--- config.mk ---
export PLATFORM = sky130hd
export DESIGN_NAME = apb_csr_bank
export DESIGN_NICKNAME = d
export VERILOG_FILES = /design/src/rtl/apb_csr_bank.sv
export SDC_FILE = /design/constraint.sdc
export NUM_CORES = 1
export LEC_CHECK = 0
export ABC_AREA = 1
export BUFFER_PORTS_ARGS = -buffer_cell sky130_fd_sc_hd__buf_2
export CAP_MARGIN = 25
export CELL_PAD_IN_SITES_DETAIL_PLACEMENT = 1
export CELL_PAD_IN_SITES_GLOBAL_PLACEMENT = 2
export CORE_ASPECT_RATIO = 0.5
export CORE_UTILIZATION = 27
export DETAILED_ROUTE_END_ITERATION = 10
export MAX_ROUTING_LAYER = met4
export PLACE_DENSITY = 0.92
export SYNTH_ARGS = -nofsm -noshare
export SYNTH_HDL_FRONTEND = slang
export SYNTH_SLANG_ARGS = --single-unit
--- constraint.sdc ---
create_clock -name pclk -period 1.7 [get_ports pclk]
set_input_delay 0.255 -clock pclk [delete_from_list [all_inputs] [get_ports pclk]]
set_output_delay 0.255 -clock pclk [all_outputs]
set_load 0.01 [all_outputs]
--- src/rtl/apb_csr_bank.sv ---
// rtl/apb_csr_bank.sv - parametrised APB slave register bank with RO status regs and write pulses
module apb_csr_bank #(
  parameter int unsigned         ADDR_W      = 3,
  parameter int unsigned         DATA_W      = 16,
  parameter int unsigned         NUM_REGS    = 8,
  parameter int unsigned         WAIT_STATES = 0,
  parameter logic [NUM_REGS-1:0] RO_MASK     = 8'h80
) (
  input  logic                         pclk,
  input  logic                         preset_n,
  input  logic [ADDR_W-1:0]            paddr,
  input  logic                         psel,
  input  logic                         penable,
  input  logic                         pwrite,
  input  logic [DATA_W-1:0]            pwdata,
  output logic                         pready,
  output logic [DATA_W-1:0]            prdata,
  output logic                         pslverr,
  output logic [NUM_REGS*DATA_W-1:0]   reg_q,
  output logic [NUM_REGS-1:0]          reg_wr_pulse,
  input  logic [NUM_REGS*DATA_W-1:0]   hw_status
);

  localparam int unsigned       SLOTS      = 1 << ADDR_W;
  localparam logic [ADDR_W:0]   NUM_REGS_L = (ADDR_W+1)'(NUM_REGS);
  localparam logic [SLOTS-1:0]  RO_EXT     = SLOTS'(RO_MASK);

  typedef enum logic {IDLE, ACCESS} state_t;

  state_t              state_q;
  logic [3:0]          wait_cnt_q;
  logic [ADDR_W-1:0]   addr_q;
  logic                write_q;
  logic [DATA_W-1:0]   wdata_q;
  logic [DATA_W-1:0]   prdata_q;
  logic [DATA_W-1:0]   regs_q [NUM_REGS];
  logic [NUM_REGS-1:0] pulse_q;
  logic [DATA_W-1:0]   rd_val [SLOTS];

  logic setup;
  logic mapped;
  logic err;

  // Read view over the full index space; unmapped slots read as zero.
  for (genvar i = 0; i < SLOTS; i++) begin : g_slot
    if (i < NUM_REGS) begin : g_mapped
      assign rd_val[i] = RO_EXT[i] ? hw_status[i*DATA_W +: DATA_W] : regs_q[i];
      assign reg_q[i*DATA_W +: DATA_W] = RO_EXT[i] ? '0 : regs_q[i];
    end else begin : g_unmapped
      assign rd_val[i] = '0;
    end
  end

  assign setup        = psel & ~penable;
  assign mapped       = {1'b0, addr_q} < NUM_REGS_L;
  assign err          = ~mapped | (write_q & RO_EXT[addr_q]);
  assign pready       = (state_q == ACCESS) & psel & penable & (wait_cnt_q == 4'd0);
  assign pslverr      = pready & err;
  assign prdata       = prdata_q;
  assign reg_wr_pulse = pulse_q;

  always_ff @(posedge pclk or negedge preset_n) begin
    if (!preset_n) begin
      state_q    <= IDLE;
      wait_cnt_q <= '0;
      addr_q     <= '0;
      write_q    <= 1'b0;
      wdata_q    <= '0;
      prdata_q   <= '0;
      pulse_q    <= '0;
      for (int i = 0; i < NUM_REGS; i++) regs_q[i] <= '0;
    end else begin
      pulse_q <= '0;
      case (state_q)
        IDLE: begin
          if (setup) begin
            state_q    <= ACCESS;
            wait_cnt_q <= 4'(WAIT_STATES);
            addr_q     <= paddr;
            write_q    <= pwrite;
            wdata_q    <= pwdata;
            prdata_q   <= pwrite ? '0 : rd_val[paddr];
          end
        end
        ACCESS: begin
          // Master abort drops the transfer without committing anything.
          if (!psel) begin
            state_q <= IDLE;
          end else if (penable) begin
            if (wait_cnt_q != 4'd0) begin
              wait_cnt_q <= wait_cnt_q - 4'd1;
            end else begin
              state_q <= IDLE;
              for (int i = 0; i < NUM_REGS; i++) begin
                if (write_q && !err && addr_q == ADDR_W'(i)) begin
                  regs_q[i]  <= wdata_q;
                  pulse_q[i] <= 1'b1;
                end
              end
            end
          end
        end
        default: state_q <= IDLE;
      endcase
    end
  end

endmodule

Word-level counts from Yosys, hierarchy flattened
Memories as Yosys holds them, arrays and structs flattened.
Index checks and enable logic that the tools add are counted.
W data, S select, Z words.
{"block": "op_classes", "muxes": 27, "reduce_logical": 22, "n_addsub": 1, "bitwise_logic": 10, "order_cmp": 2, "eq_ne": 11}
{"cell": "$bmux W16 S3", "count": 1}
{"cell": "$mux W16", "count": 3}
{"cell": "$reduce_and A5 Y1", "count": 7}
{"cell": "$mux W8", "count": 4}
{"cell": "$mux W4", "count": 4}
{"cell": "$mux W1", "count": 13}
{"cell": "$eq A3 B3 Y1 const B", "count": 4}
{"cell": "$logic_and A1 B1 Y1", "count": 9}
{"cell": "$pmux W4 S2", "count": 1}
{"cell": "$and A1 B1 Y1", "count": 6}
{"cell": "$eq A3 B2 Y1 const B", "count": 2}
{"cell": "$ne A2 B2 Y1 const B", "count": 3}
{"cell": "$ge A4 B4 Y1 const B", "count": 1}
{"cell": "$logic_not A4 Y1", "count": 1}
{"cell": "$lt A3 B4 Y1 const B", "count": 1}
{"cell": "$not A3 Y4", "count": 1}
{"cell": "$reduce_and A4 Y1", "count": 1}
{"cell": "$reduce_bool A4 Y1", "count": 1}
{"cell": "$sub A4 B1 Y4 const B", "count": 1}
{"cell": "$eq A3 B1 Y1 const B", "count": 1}
{"cell": "$logic_not A3 Y1", "count": 1}
{"cell": "$not A1 Y1", "count": 3}
{"cell": "$ne A2 B1 Y1 const B", "count": 1}
{"cell": "$pmux W1 S2", "count": 1}
{"cell": "other kinds (2)", "count": 2}
{"block": "word_totals", "out_inout_bits": 154, "word_cells": 88, "in_bits": 152, "rom_bits": 8, "mem_count": 1, "regBits": 161}
{"memory": "(no name shown)", "words": 8, "word_bits": 1, "rd": 1, "rd_clocked_by_memory_dff": 0, "wr": 0, "line": "56", "rtl": "assign err = ~mapped | (write_q & RO_EXT[addr_q]);"}

Longest topological paths before layout
Gate-level depths: netlist of run 1.
{"block": "logic_depth", "ltp_word": 11, "ltp_mapped": 9, "ltp_nobuf": 8}

Worst setup path before layout of run 1
Ideal clock, no wire load.
{"block": "synth_path", "kind": "reg2out", "startpoint": "register wait_cnt_q[0]", "endpoint": "output pslverr", "path_stages_with_launch": 8, "t_required_ns": 1.445, "n_path_buf": 1, "setup_slack_ns": 0.114, "t_arrival_ns": 1.331, "cell_sequence": "dfrtp_1 > inv_1 > ha_1 > nand3_4 > clkinv_2 > buf_6 > nand2_1 > nor2_1"}
{"block": "synth_between", "elab_chain_cells": 3}
{"element": "start, declared", "line": "31", "rtl": "logic [3:0] wait_cnt_q;"}
{"element": "start signal, assigned", "line": "78", "rtl": "wait_cnt_q <= 4'(WAIT_STATES);"}
{"element": "start signal, assigned", "line": "91", "rtl": "wait_cnt_q <= wait_cnt_q - 4'd1;"}
{"element": "$logic_not A4 Y1", "line": "57", "rtl": "assign pready = (state_q == ACCESS) & psel & penable & (wait_cnt_q == 4'd0);"}
{"element": "$and A1 B1 Y1", "line": "57"}
{"element": "$and A1 B1 Y1", "line": "58", "rtl": "assign pslverr = pready & err;"}
{"element": "end, declared", "line": "18", "rtl": "output logic pslverr,"}
No other way between the ends.

Worst setup path in the final report of run 1
Same ends and word-level chain as after synthesis.

==> results, run 1 <==
- The min-delay analysis places its worst path in the category primary input to flop.
- Global routing used 21.8% of the available tracks.
- The count of boundary I/O pins is 306.
- The final reports fail on setup timing.
- The utilization of the core after routing is 35.9%.
- The number of maximum-capacitance violations is 0.
- The worst path required time is 1.44 ns.
- Setup repair after global routing could not meet its margin everywhere.
- The synthesized instance count is 1015.
- Across the routed clock network, the largest skew measured is 0.00806 ns.
- The floorplan step defined a core boundary enclosing 28100 um^2.
- The number of I/O port buffers is 177.
- In the layout the commonest cells are nand2_1, buf_2, nand3_1.
- The final weighted congestion of routability-driven global placement is 0.893.
- In the finished design, the share of the clock period the worst path needs comes to 103%.
- The area of the mapped netlist is 7850 um^2.
- The HPWL after detailed placement is 21.4 mm.
- The average detailed-routed wire length per instance is 19.8 um.
- The largest single stage delay on the critical path is 0.39 ns.
- Once placement completed, the tool counted placed cells totaling 1537.
- The count of buffering cells on the critical path with inverters included is 3.
- For this run, design rule violations remaining after detail routing come to 0.
- The final layout contains 1344 nets.
- The first-pass GRT wire length is 47.4 mm.
- The flow ran to the end, but the final reports show violations.
- The final route contains 7659 vias.
- Leaving out fill and tap cells, the most frequent cell in the layout is nand2_1.
- The total power divided by cell area is 1380 nW/um^2.
- Traced cell by cell, the critical path runs through inv_2 -> ha_4 -> nand3_4 -> clkinv_4 -> nand2_4 -> nor2_4 -> buf_6.
- The area growth from synthesis to layout is 28.7%.
- For the pin with the worst max-slew slack, the measured transition is 0.579 ns.
- The clock-pin slew on the worst setup and hold paths is 0.07 ns.
- The endpoint arrival time on the critical path is 1.50 ns.
- The overall die width is 243 um.
- For this run, the detailed router's first-pass iteration total came to 5.
- The total die area is 29800 um^2.
- The count of synthesis-stage warnings from yosys is 0.
- The share of layout cells above drive strength 1 is 25.2%.
- The first routing iteration left 594 violations.
- The number of global-route vias before repair is 8001.
- After detailed routing, the total wire length is 31.5 mm.
- Summed over all layers, the global routing overflow is 0.
- The clock tree from TritonCTS is built.
- The largest net degree at the start of global routing is 50.
- The count of cells in the finished layout, fillers not included, comes to 1588.
- Synthesis inferred 161 register bits.
- The H-tree was split into 4 levels.
- The worst slew margin relative to its limit is 61.4%.
- The setup slack after layout is -0.0530 ns.
- Based on the critical path, the design can be clocked at up to 570 MHz.
- The number of antenna violations at the first check in global routing came to 2.
- The cell at the root of the clock tree is clkbuf_16.
- Using the TritonRoute via totals, the vias-per-cell ratio works out to 4.82.
- The maximum fanout encountered on the critical timing path is 3.
- The overall power consumption is 14000 uW.
- The remaining antenna violation count is 0.
- The worst-case IR drop observed on VDD is 0.000750 V.
- Setup violations remaining at the end of the flow were counted as 2.
- The number of distinct standard cells referenced by the synthesized netlist is 25.
- The floorplan die height is 123 um.
- The worst setup path is captured at a primary output.
- The per-instance average area after synthesis is 7.74 um^2.
- The clock reaches the later pin of the worst-skew pair after 0.44 ns.
- The startpoint type of the worst setup path is a flop.
- The category of the most critical setup path is flop to primary output.
- The max-slew violation count is 0.
- The cell type of the slowest stage on the worst timing path is dfrtp_1.
- The clock buffer count from CTS is 17.
- Counting every sink on the clock net gives 161.
- The kind of cell with the highest combined delay on the critical path is flip-flops.
- For this design the static power due to leakage is 0.00542 uW.
- For this configuration, the core starts out at a cell density of 27.9%.
- The floorplan has 43 rows.
- The shortest period the worst path allows is 1.75 ns.
- The fraction of the yosys area taken by sequential cells is 51.3%.
- The deepest clock path buffer count is 2.
- The total count of hold-check failures in the final report is 0.
-- power by group --
group / switching [uW] / total (uW) / internal [uW] / leakage (uW)
logic: 2450 / 4010 / 1560 / 0.00319
registers: 1120 / 5900 / 4780 / 0.00195
clock network: 1770 / 4040 / 2270 / 0.000281
total: 5340 / 14000 / 8610 / 0.00542
-- kinds of logic (layout without fill, tap and decap cells) --
logic type / Yosys count / count (layout) / synth area share (%)
mux: 16 / 16 / 2.29
simple gates: 580 / 580 / 31.3
flops: 161 / 161 / 51.3
compound gates: 58 / 58 / 3.70
buf+inv: 197 / 370 / 11.1
other cells: 1 / 19 / 0.0478
xor+xnor: 1 / 1 / 0.112
fa+ha+maj: 1 / 1 / 0.159
-- repair_timing --
| item | in CTS | in global routing |
|---|---|---|
| endpoints found under the setup margin | 68 | 67 |
| resized for setup | 14 | 11 |
| buffers inserted | 10 | 5 |
| pin swaps | 3 | 3 |
| cloned | 1 | 2 |
| endpoints found under the hold margin | 40 | 0 |
| hold buffers | 1 | 0 |
-- cells in the mapped netlist --
cell	number	area, um^2
nand2_1	386	1450
nand3_1	168	841
dfrtp_1	161	4030
inv_1	106	398
o21ai_0	45	225
buf_2	30	150
clkbuf_1	25	93.8
buf_4	16	120
mux2_2	16	180
buf_1	12	45.0
o21ai_1	11	55.1
nor2_1	8	30.0
nor2_2	6	37.5
nand2_2	5	31.3
buf_6	4	45.0
nand4_1	3	18.8
nor2_4	3	33.8
a21oi_1	2	10.0
inv_2	2	7.51
clkinv_1	1	3.75
clkinv_2	1	5.00
conb_1	1	3.75
ha_1	1	12.5
nand3_4	1	17.5
xor2_1	1	8.76
-- per-layer routing --
layer / share of wire, % / global-route usage (%)
met3: 4.9 / 3.30
met5: 0 / -
met2: 50 / 36.7
met1: 41 / 26.5
met4: 3.8 / 8.88
-- state kept, by name, indices dropped and copies added, names as in the netlist --
| signal | count |
|---|---|
| wait_cnt_q | 4 |
| reg_q | 112 |
| prdata | 16 |
| addr_q | 3 |
| reg_wr_pulse | 8 |
| write_q | 1 |
| wdata_q | 16 |
| state_q | 1 |
-- cell type report --
| type | instances | area, um^2 |
|---|---|---|
| fillers | 3458 | 18000 |
| flip-flops and latches | 161 | 4030 |
| multi-input cells | 673 | 3080 |
| repair buffers | 228 | 1490 |
| well taps | 382 | 478 |
| clock buffers | 19 | 453 |
| inverters | 110 | 418 |
| clock inverters | 13 | 153 |
| diodes | 2 | 5.00 |
-- through the flow --
step / worst slack, ns / hold slack [ns] / cell area (um^2) / TNS [ns]
2_1_floorplan: 0.114 / -0.0406 / 7910 / 0
3_3_place_gp: 0.00228 / 0.226 / 9210 / 0
3_5_place_dp: -0.0614 / 0.226 / 9210 / -1.63
4_1_cts: -0.0899 / 0.0161 / 9980 / -0.104
5_1_grt: -0.131 / 0.0267 / 10100 / -0.200
6_report: -0.0530 / 0.0163 / 10100 / -0.0594
-- worst paths after layout --
| path | from | slack [ns] | to | depth (start not counted) |
|---|---|---|---|---|
| max reg2reg | addr_q[2]$_DFFE_PN0P_ | 0.07 | reg_q[98]$_DFFE_PN0P_ | 5 |
| min | penable | 0.02 | state_q$_DFF_PN0_ | 2 |
| max in group asynchronous | preset_n | 0.78 | reg_q[34]$_DFFE_PN0P_ | 3 |
| min reg2reg | prdata[11]$_DFFE_PN0P_ | 0.48 | prdata[11]$_DFFE_PN0P_ | 2 |
| min in group asynchronous | preset_n | 0.34 | reg_q[68]$_DFFE_PN0P_ | 2 |
| max | wait_cnt_q[0]$_DFFE_PN0P_ | -0.05 | pslverr | 7 |
Note: power is estimated with default switching activity, not from simulation.
==> inputs of run 2 (changes only) <==
--- a/config.mk
+++ b/config.mk
@@ -11,6 +11,7 @@
 export CELL_PAD_IN_SITES_DETAIL_PLACEMENT = 1
 export CELL_PAD_IN_SITES_GLOBAL_PLACEMENT = 2
 export CORE_ASPECT_RATIO = 0.5
+export CORE_MARGIN = 10
 export CORE_UTILIZATION = 27
 export DETAILED_ROUTE_END_ITERATION = 10
 export MAX_ROUTING_LAYER = met4
==> run 2 against run 1 <==
The flow still finishes with violations (setup timing). Worst setup slack better by 0.0075 ns. Highest routed layer unchanged. Flip-flop and latch count is the same. Total power is 1.7% higher.
==> results, run 2 (synthesis gave the netlist of run 1 again) <==
- The run finished, with violations left.
- The checks that failed: setup timing.
- STA classifies the critical path startpoint as a flop.
- The setup slack after layout is -0.0456 ns (+0.00745 ns).
- The leakage power total was 0.00547 uW (+0.87%).
- The aggregate global-route resource usage is 17.8% (-4.0 points).
- The internal cell power is 8880 uW (+3.1%).
- The number of cells in the finished layout apart from fillers came to 1595 (+0.44%).
- The tightest min-delay check is of the primary input to flop type.
- The net switching power came to 5320 uW (-0.53%).
- The starting DRC count in detailed routing is 555 (-6.6%).
- The count of boundary I/O pins is 306 (unchanged).
- The most common library cell in the layout ignoring fill and taps is nand2_1.
- The category of the most critical setup path is flop to primary output.
- The worst slew margin relative to its limit came to 59.6% (-1.8 points).
- The total count of hold-check failures in the final report came to 0 (unchanged).
- The setup TNS after final layout is -0.0477 ns (+0.0117 ns).
- The final weighted congestion of routability-driven global placement is 0.885 (-0.97%).
- The maximum operating frequency is 573 MHz (+0.43%).
- The combinational group share of total power came to 28.7% (about the same).
- The worst setup skew after layout is 0.0102 ns (+0.00210 ns).
- The post-detailed-route via-to-cell ratio is 4.77 (-1.0%).
- The number of flip-flops under the largest register name is 112 (unchanged).
- The share of layout cells above drive strength 1 was 25.2% (unchanged).
- The cell sitting at the root of the clock tree is a clkbuf_16.
- The total die area came to 36700 um^2 (+23%).
- The initial standard-cell utilization of the core is 27.2% (-0.69 points).
- The portion of total power attributed to sequential cells is 41.9% (-0.4 points).
- The worst path required time was 1.44 ns (about the same).
- The overall die width came to 261 um (+7.4%).
- The average detailed-routed wire length per instance is 20.5 um (+3.3%).
- The post-detailed-route DRC marker count is 0 (unchanged).
- The maximum fanout encountered on the critical timing path came to 3 (unchanged).
- The latest clock arrival within the worst-skew pair came to 0.43 ns (about the same).
- The fraction of power spent switching nets is 37.4% (-0.85 points).
- The largest net degree at the start of global routing came to 55 (+10%).
- The number of maximum-capacitance violations is 0 (unchanged).
- The shortest period the worst path allows is 1.75 ns (-0.00745 ns).
- The first-pass GRT wire length came to 48.8 mm (+2.9%).
- The slew at the pin with the worst max-slew slack is 0.606 ns (+0.0274 ns).
- The number of antenna violations at the first check in global routing is 0 (-2).
- The HPWL after detailed placement is 23.0 mm (+7.3%).
- The residual overflow from global routing came to 0 (unchanged).
- The number of global-route vias before repair is 8016 (+0.19%).
- Setup repair after global routing could not meet its margin everywhere.
- The number of I/O port buffers is 177 (unchanged).
- The remaining antenna violation count was 0 (unchanged).
- The clock power share is 29.4% (+0.4 points).
- The max-slew violation count is 0 (unchanged).
- The number of clock sinks is 161 (unchanged).
- The number of rows created at floorplan is 44 (+2.3%).
- The antenna diode count is 0 (-2).
- The share of the clock period used by the worst path is 103% (-0.44 points).
- The final number of setup-violating endpoints came to 2 (unchanged).
- The total power divided by cell area is 1390 nW/um^2 (+1.1%).
- The endpoint arrival time on the critical path was 1.49 ns (about the same).
- The clock tree from TritonCTS is built.
- The floorplan die height was 141 um (+15%).
- The total wire length after detailed routing is 32.7 mm (+3.8%).
- The post-placement cell count came to 1546 (+0.59%).
- The area of the core is 28800 um^2 (+2.5%).
- The worst IR drop on VDD came to 0.000695 V (-7.4%).
- The total via count in the routed design is 7616 (-0.56%).
- The capturing element type of the critical path is a primary output.
- The deepest clock path buffer count is 2 (unchanged).
- The clock-pin slew on the worst setup and hold paths was 0.07 ns (about the same).
- The CTS H-tree depth is 4 (unchanged).
- The net count of the finished layout was 1344 (unchanged).
- In the layout the commonest cells are nand2_1, buf_2, nand3_1.
- The detailed-routing iteration count for the pre-antenna-repair pass is 5 (unchanged).
- Compared with the post-synthesis result, the final layout area differs by 29.6%.
- The clock buffer count from CTS is 17 (unchanged).
==> run 2: layout make-up <==
| cell class | instances | area [um^2] |
|---|---|---|
| clock buffers | 20 | 447 |
| clock inverters | 12 | 183 |
| fillers | 3558 | 18700 |
| inverters | 110 | 418 |
| multi-input cells | 673 | 3080 |
| flip-flops and latches | 161 | 4030 |
| well taps | 391 | 489 |
| repair buffers | 228 | 1530 |
==> run 2: final timing paths <==
path	cells after the start	endpoint	startpoint	slack (ns)
setup / recovery	7	pslverr	wait_cnt_q[1]$_DFFE_PN0P_	-0.05
hold / removal	2	state_q$_DFF_PN0_	penable	0.03
setup reg to reg	7	reg_q[93]$_DFFE_PN0P_	wait_cnt_q[1]$_DFFE_PN0P_	0.09
hold reg to reg	2	prdata[15]$_DFFE_PN0P_	prdata[15]$_DFFE_PN0P_	0.49
max in group asynchronous	3	reg_q[4]$_DFFE_PN0P_	preset_n	0.75
min in group asynchronous	2	prdata[14]$_DFFE_PN0P_	preset_n	0.30
==> run 2: power by group through the flow <==
stage	Combinational (uW)	Sequential [uW]	Clock (uW)
3_5_place_dp	3840	5970	0
4_1_cts	4060	5930	4220
6_report	4070	5940	4180
5_1_grt	4500	6030	4380
2_1_floorplan	1890	5760	0
3_3_place_gp	3700	5930	0
==> run 2: what timing repair did <==
| action | in CTS | in global routing |
|---|---|---|
| cloned | 2 | 2 |
| hold endpoints to repair | 33 | 0 |
| resized for setup | 15 | 9 |
| buffers inserted | 9 | 5 |
| endpoints found under the setup margin | 68 | 66 |
| hold buffers | 1 | 0 |
| pin swaps | 2 | 2 |
==> run 2: metrics by stage <==
step | util [%] | hold slack, ns | instance area, um^2 | worst slack, ns | power [uW]
floorplan | - | -0.0406 | 7910 | 0.114 | 7650
global placement | 32.0 | 0.189 | 9240 | -0.0360 | 9620
detailed placement | 32.0 | 0.201 | 9240 | -0.188 | 9810
CTS | 34.9 | 0.0181 | 10100 | -0.107 | 14200
global route | 35.3 | 0.0313 | 10200 | -0.134 | 14900
finish | 35.3 | 0.0290 | 10200 | -0.0456 | 14200
==> run 2: worst max-delay path: stages (launching register included) <==
cell	delay, ns
dfrtp_1	0.39
inv_2	0.08
ha_4	0.15
nand3_4	0.08
clkinv_4	0.08
nand2_4	0.05
nor2_4	0.11
buf_6	0.11
==> run 2: routing by layer <==
metal | track usage [%] | up-vias | part of all wire, %
met5 | - | - | 0
met4 | 6.57 | 0 | 3.0
met3 | 2.87 | 53 | 3.7
met2 | 31.4 | 194 | 53
met1 | 20.0 | 3900 | 41
li1 | - | 3469 | -
==> inputs of run 3 (changes only) <==
--- a/config.mk
+++ b/config.mk
@@ -14,8 +14,9 @@
 export CORE_MARGIN = 10
 export CORE_UTILIZATION = 27
 export DETAILED_ROUTE_END_ITERATION = 10
+export HOLD_SLACK_MARGIN = 0.06
 export MAX_ROUTING_LAYER = met4
-export PLACE_DENSITY = 0.92
+export PLACE_DENSITY_LB_ADDON = 0.1
 export SYNTH_ARGS = -nofsm -noshare
 export SYNTH_HDL_FRONTEND = slang
 export SYNTH_SLANG_ARGS = --single-unit
==> run 3 against run 2 <==
The flow still finishes with violations (setup timing). Total power decreased by 4.2%. Clock skew increased by 0.00093 ns. Sequential share of layout area about the same. Routed wire length decreased by 6.8%. Largest cell class unchanged. Worst setup slack got worse by 0.035 ns. Combinational power decreased by 5%. Cell area decreased by 0.16%. Clock power decreased by 5.7%. Flip-flop and latch count unchanged.
==> results, run 3 (synthesis gave the netlist of run 1 again) <==
- The startpoint of the worst register-to-register path is wait_cnt_q[0]$_DFFE_PN0P_.
- The max-slew violation count is 0 (unchanged).
- The utilization of the core after routing is 35.2% (-0.056 points).
- The detailed-routing iteration count for the pre-antenna-repair pass is 4 (-1).
- The worst slew margin relative to its limit is 58.3% (-1.3 points).
- The number of rows created at floorplan is 44 (unchanged).
- The total count of hold-check failures in the final report came to 0 (unchanged).
- The number of clock sinks was 161 (unchanged).
- The post-route worst hold slack came to 0.0844 ns (+0.0554 ns).
- The average detailed-routed wire length per instance is 19.0 um (-7.1%).
- The final number of setup-violating endpoints is 2 (unchanged).
- The critical path in this run is classified as flop to primary output.
- The start point of the critical path is wait_cnt_q[0]$_DFFE_PN0P_.
- The overall die width is 261 um (unchanged).
- The total wire length after detailed routing came to 30.5 mm (-6.8%).
- The area after detailed placement came to 9210 um^2 (-0.38%).
- The number of global-route vias before repair is 7902 (-1.4%).
- The slew at the pin with the worst max-slew slack is 0.622 ns (+0.0162 ns).
- The final design instance area without fill is 10200 um^2 (-0.16%).
- The number of flip-flops under the largest register name is 112 (unchanged).
- The overall power consumption was 13600 uW (-4.2%).
- The final weighted congestion of routability-driven global placement is 0.750 (-15%).
- The number of I/O port buffers is 177 (unchanged).
- The first-pass GRT wire length came to 47.5 mm (-2.7%).
- The worst path required time is 1.44 ns (about the same).
- The clock buffer count from CTS is 17 (unchanged).
- The highest cell delay on the worst timing path is 0.39 ns (about the same).
- The worst IR drop on VDD was 0.000754 V (+8.5%).
- The leakage power total is 0.00547 uW (about the same).
- The checks that failed: setup timing.
- The type of the most critical hold path is primary input to flop.
- The flow ran to the end, but the final reports show violations.
- For this design, the slowest cell found on the critical path is dfrtp_1.
- The shortest period the worst path allows is 1.78 ns (+0.0346 ns).
- The maximum operating frequency is 562 MHz (-1.9%).
- Setup repair after global routing could not meet its margin everywhere.
- Leaving out fill and tap cells, the most frequent cells in the layout are nand2_1, buf_2, nand3_1.
- The worst setup skew after layout was 0.0111 ns (+0.000934 ns).
- Walking the worst path, the cells encountered are inv_2 -> ha_4 -> nand3_4 -> clkinv_8 -> nand2_4 -> nor2_2 -> buf_2.
- Compared with the post-synthesis result, the final layout area differs by 29.4%.
- The capturing element type of the critical path is a primary output.
- The clock-pin slew on the worst setup and hold paths is 0.06 ns (about the same).
- The starting DRC count in detailed routing came to 321 (-42%).
- The deepest clock path buffer count is 2 (unchanged).
- The largest net degree at the start of global routing was 50 (-9.1%).
- The count of boundary I/O pins came to 306 (unchanged).
- The worst setup path is launched from a flop.
- The total die area is 36700 um^2 (unchanged).
- The setup slack after layout is -0.0802 ns (-0.0346 ns).
- The post-detailed-route via-to-cell ratio is 4.56 (-4.6%).
- The tree is rooted in a clkbuf_16.
- The clock tree from TritonCTS is built.
- The CTS H-tree depth is 4 (unchanged).
- The residual overflow from global routing came to 0 (unchanged).
- The net count of the finished layout is 1353 (+0.67%).
- The total power divided by cell area is 1340 nW/um^2 (-4.0%).
- The initial standard-cell utilization of the core is 27.2% (unchanged).
- The antenna diode count is 0 (unchanged).
- The latest clock arrival within the worst-skew pair is 0.44 ns (about the same).
- The share of the clock period used by the worst path is 105% (+2.0 points).
- The area of the core is 28800 um^2 (unchanged).
- The library cell used most frequently in the layout, excluding fill and tap cells, is nand2_1.
- In this run the most critical hold path is launched from psel.
- The pre-CTS setup slack is -0.123 ns (+0.0650 ns).
- The total via count in the routed design was 7296 (-4.2%).
- The number of maximum-capacitance violations came to 0 (unchanged).
- The share of layout cells above drive strength 1 is 23.8% (-1.4 points).
- The number of antenna violations at the first check in global routing came to 0 (unchanged).
- The remaining antenna violation count was 0 (unchanged).
- The layout filler cell count is 3554 (-0.11%).
- The post-detailed-route DRC marker count is 0 (unchanged).
- The aggregate global-route resource usage was 17.4% (-0.40 points).
- The floorplan die height came to 141 um (unchanged).
- The endpoint arrival time on the critical path is 1.53 ns (+0.04 ns).
- The HPWL after detailed placement is 21.8 mm (-5.2%).
- The maximum fanout encountered on the critical timing path is 4 (+1).
## run 3: worst paths after layout
| check | slack, ns | end | depth (start not counted) |
|---|---|---|---|
| min reg2reg | 0.48 | prdata[8]$_DFFE_PN0P_ | 2 |
| max reg2reg | 0.13 | reg_q[105]$_DFFE_PN0P_ | 9 |
| min | 0.08 | state_q$_DFF_PN0_ | 3 |
| max | -0.08 | pslverr | 7 |
| max in group asynchronous | 0.82 | reg_q[109]$_DFFE_PN0P_ | 3 |
| min in group asynchronous | 0.27 | reg_q[25]$_DFFE_PN0P_ | 2 |
## run 3: where the power goes
group | internal, uW | leakage, uW | switching [uW]
Clock | 2350 | 0.000285 | 1590
Combinational | 1570 | 0.00323 | 2300
Sequential | 4780 | 0.00195 | 997
## run 3: cell type report
class / instances / area [um^2] / area share (%)
timing repair buffer: 237 / 1570 / 15.5
clock buffer: 22 / 464 / 4.57
tap: 391 / 489 / 4.82
inverter: 110 / 425 / 4.19
multi-input combinational: 673 / 3070 / 30.2
clock inverter: 7 / 110 / 1.08
sequential: 161 / 4030 / 39.7
## run 3: metal layers
metal,up-vias,global-route usage (%),wire length [um],part of all wire (%)
met5,-,-,0,0
met4,0,4.05,372,1.2
met3,22,3.78,975,3.2
met2,88,30.7,16000,53
met1,3695,19.9,13100,43
li1,3491,-,-,-
## run 3: what timing repair did
action	CTS	global route
hold buffers	19	0
pin swaps	2	2
setup endpoints to repair	65	68
gates resized for setup	14	5
hold endpoints to repair	111	0
setup buffers	10	2
gates cloned	1	0
## run 3: through the flow
step	setup TNS, ns	std cells
2_1_floorplan	0	1031
3_3_place_gp	-1.97	1541
3_5_place_dp	-3.52	1541
4_1_cts	-0.208	1600
5_1_grt	-0.305	1601
6_report	-0.141	1601
## run 3: worst max-delay path, delay by kind of cell (launching register included)
| kind | cells | cell delay [ns] |
|---|---|---|
| adder cells (fa/ha/maj) | 1 | 0.15 |
| flip-flops | 1 | 0.39 |
| AND/OR/NAND/NOR | 3 | 0.22 |
| buffers and inverters | 3 | 0.31 |
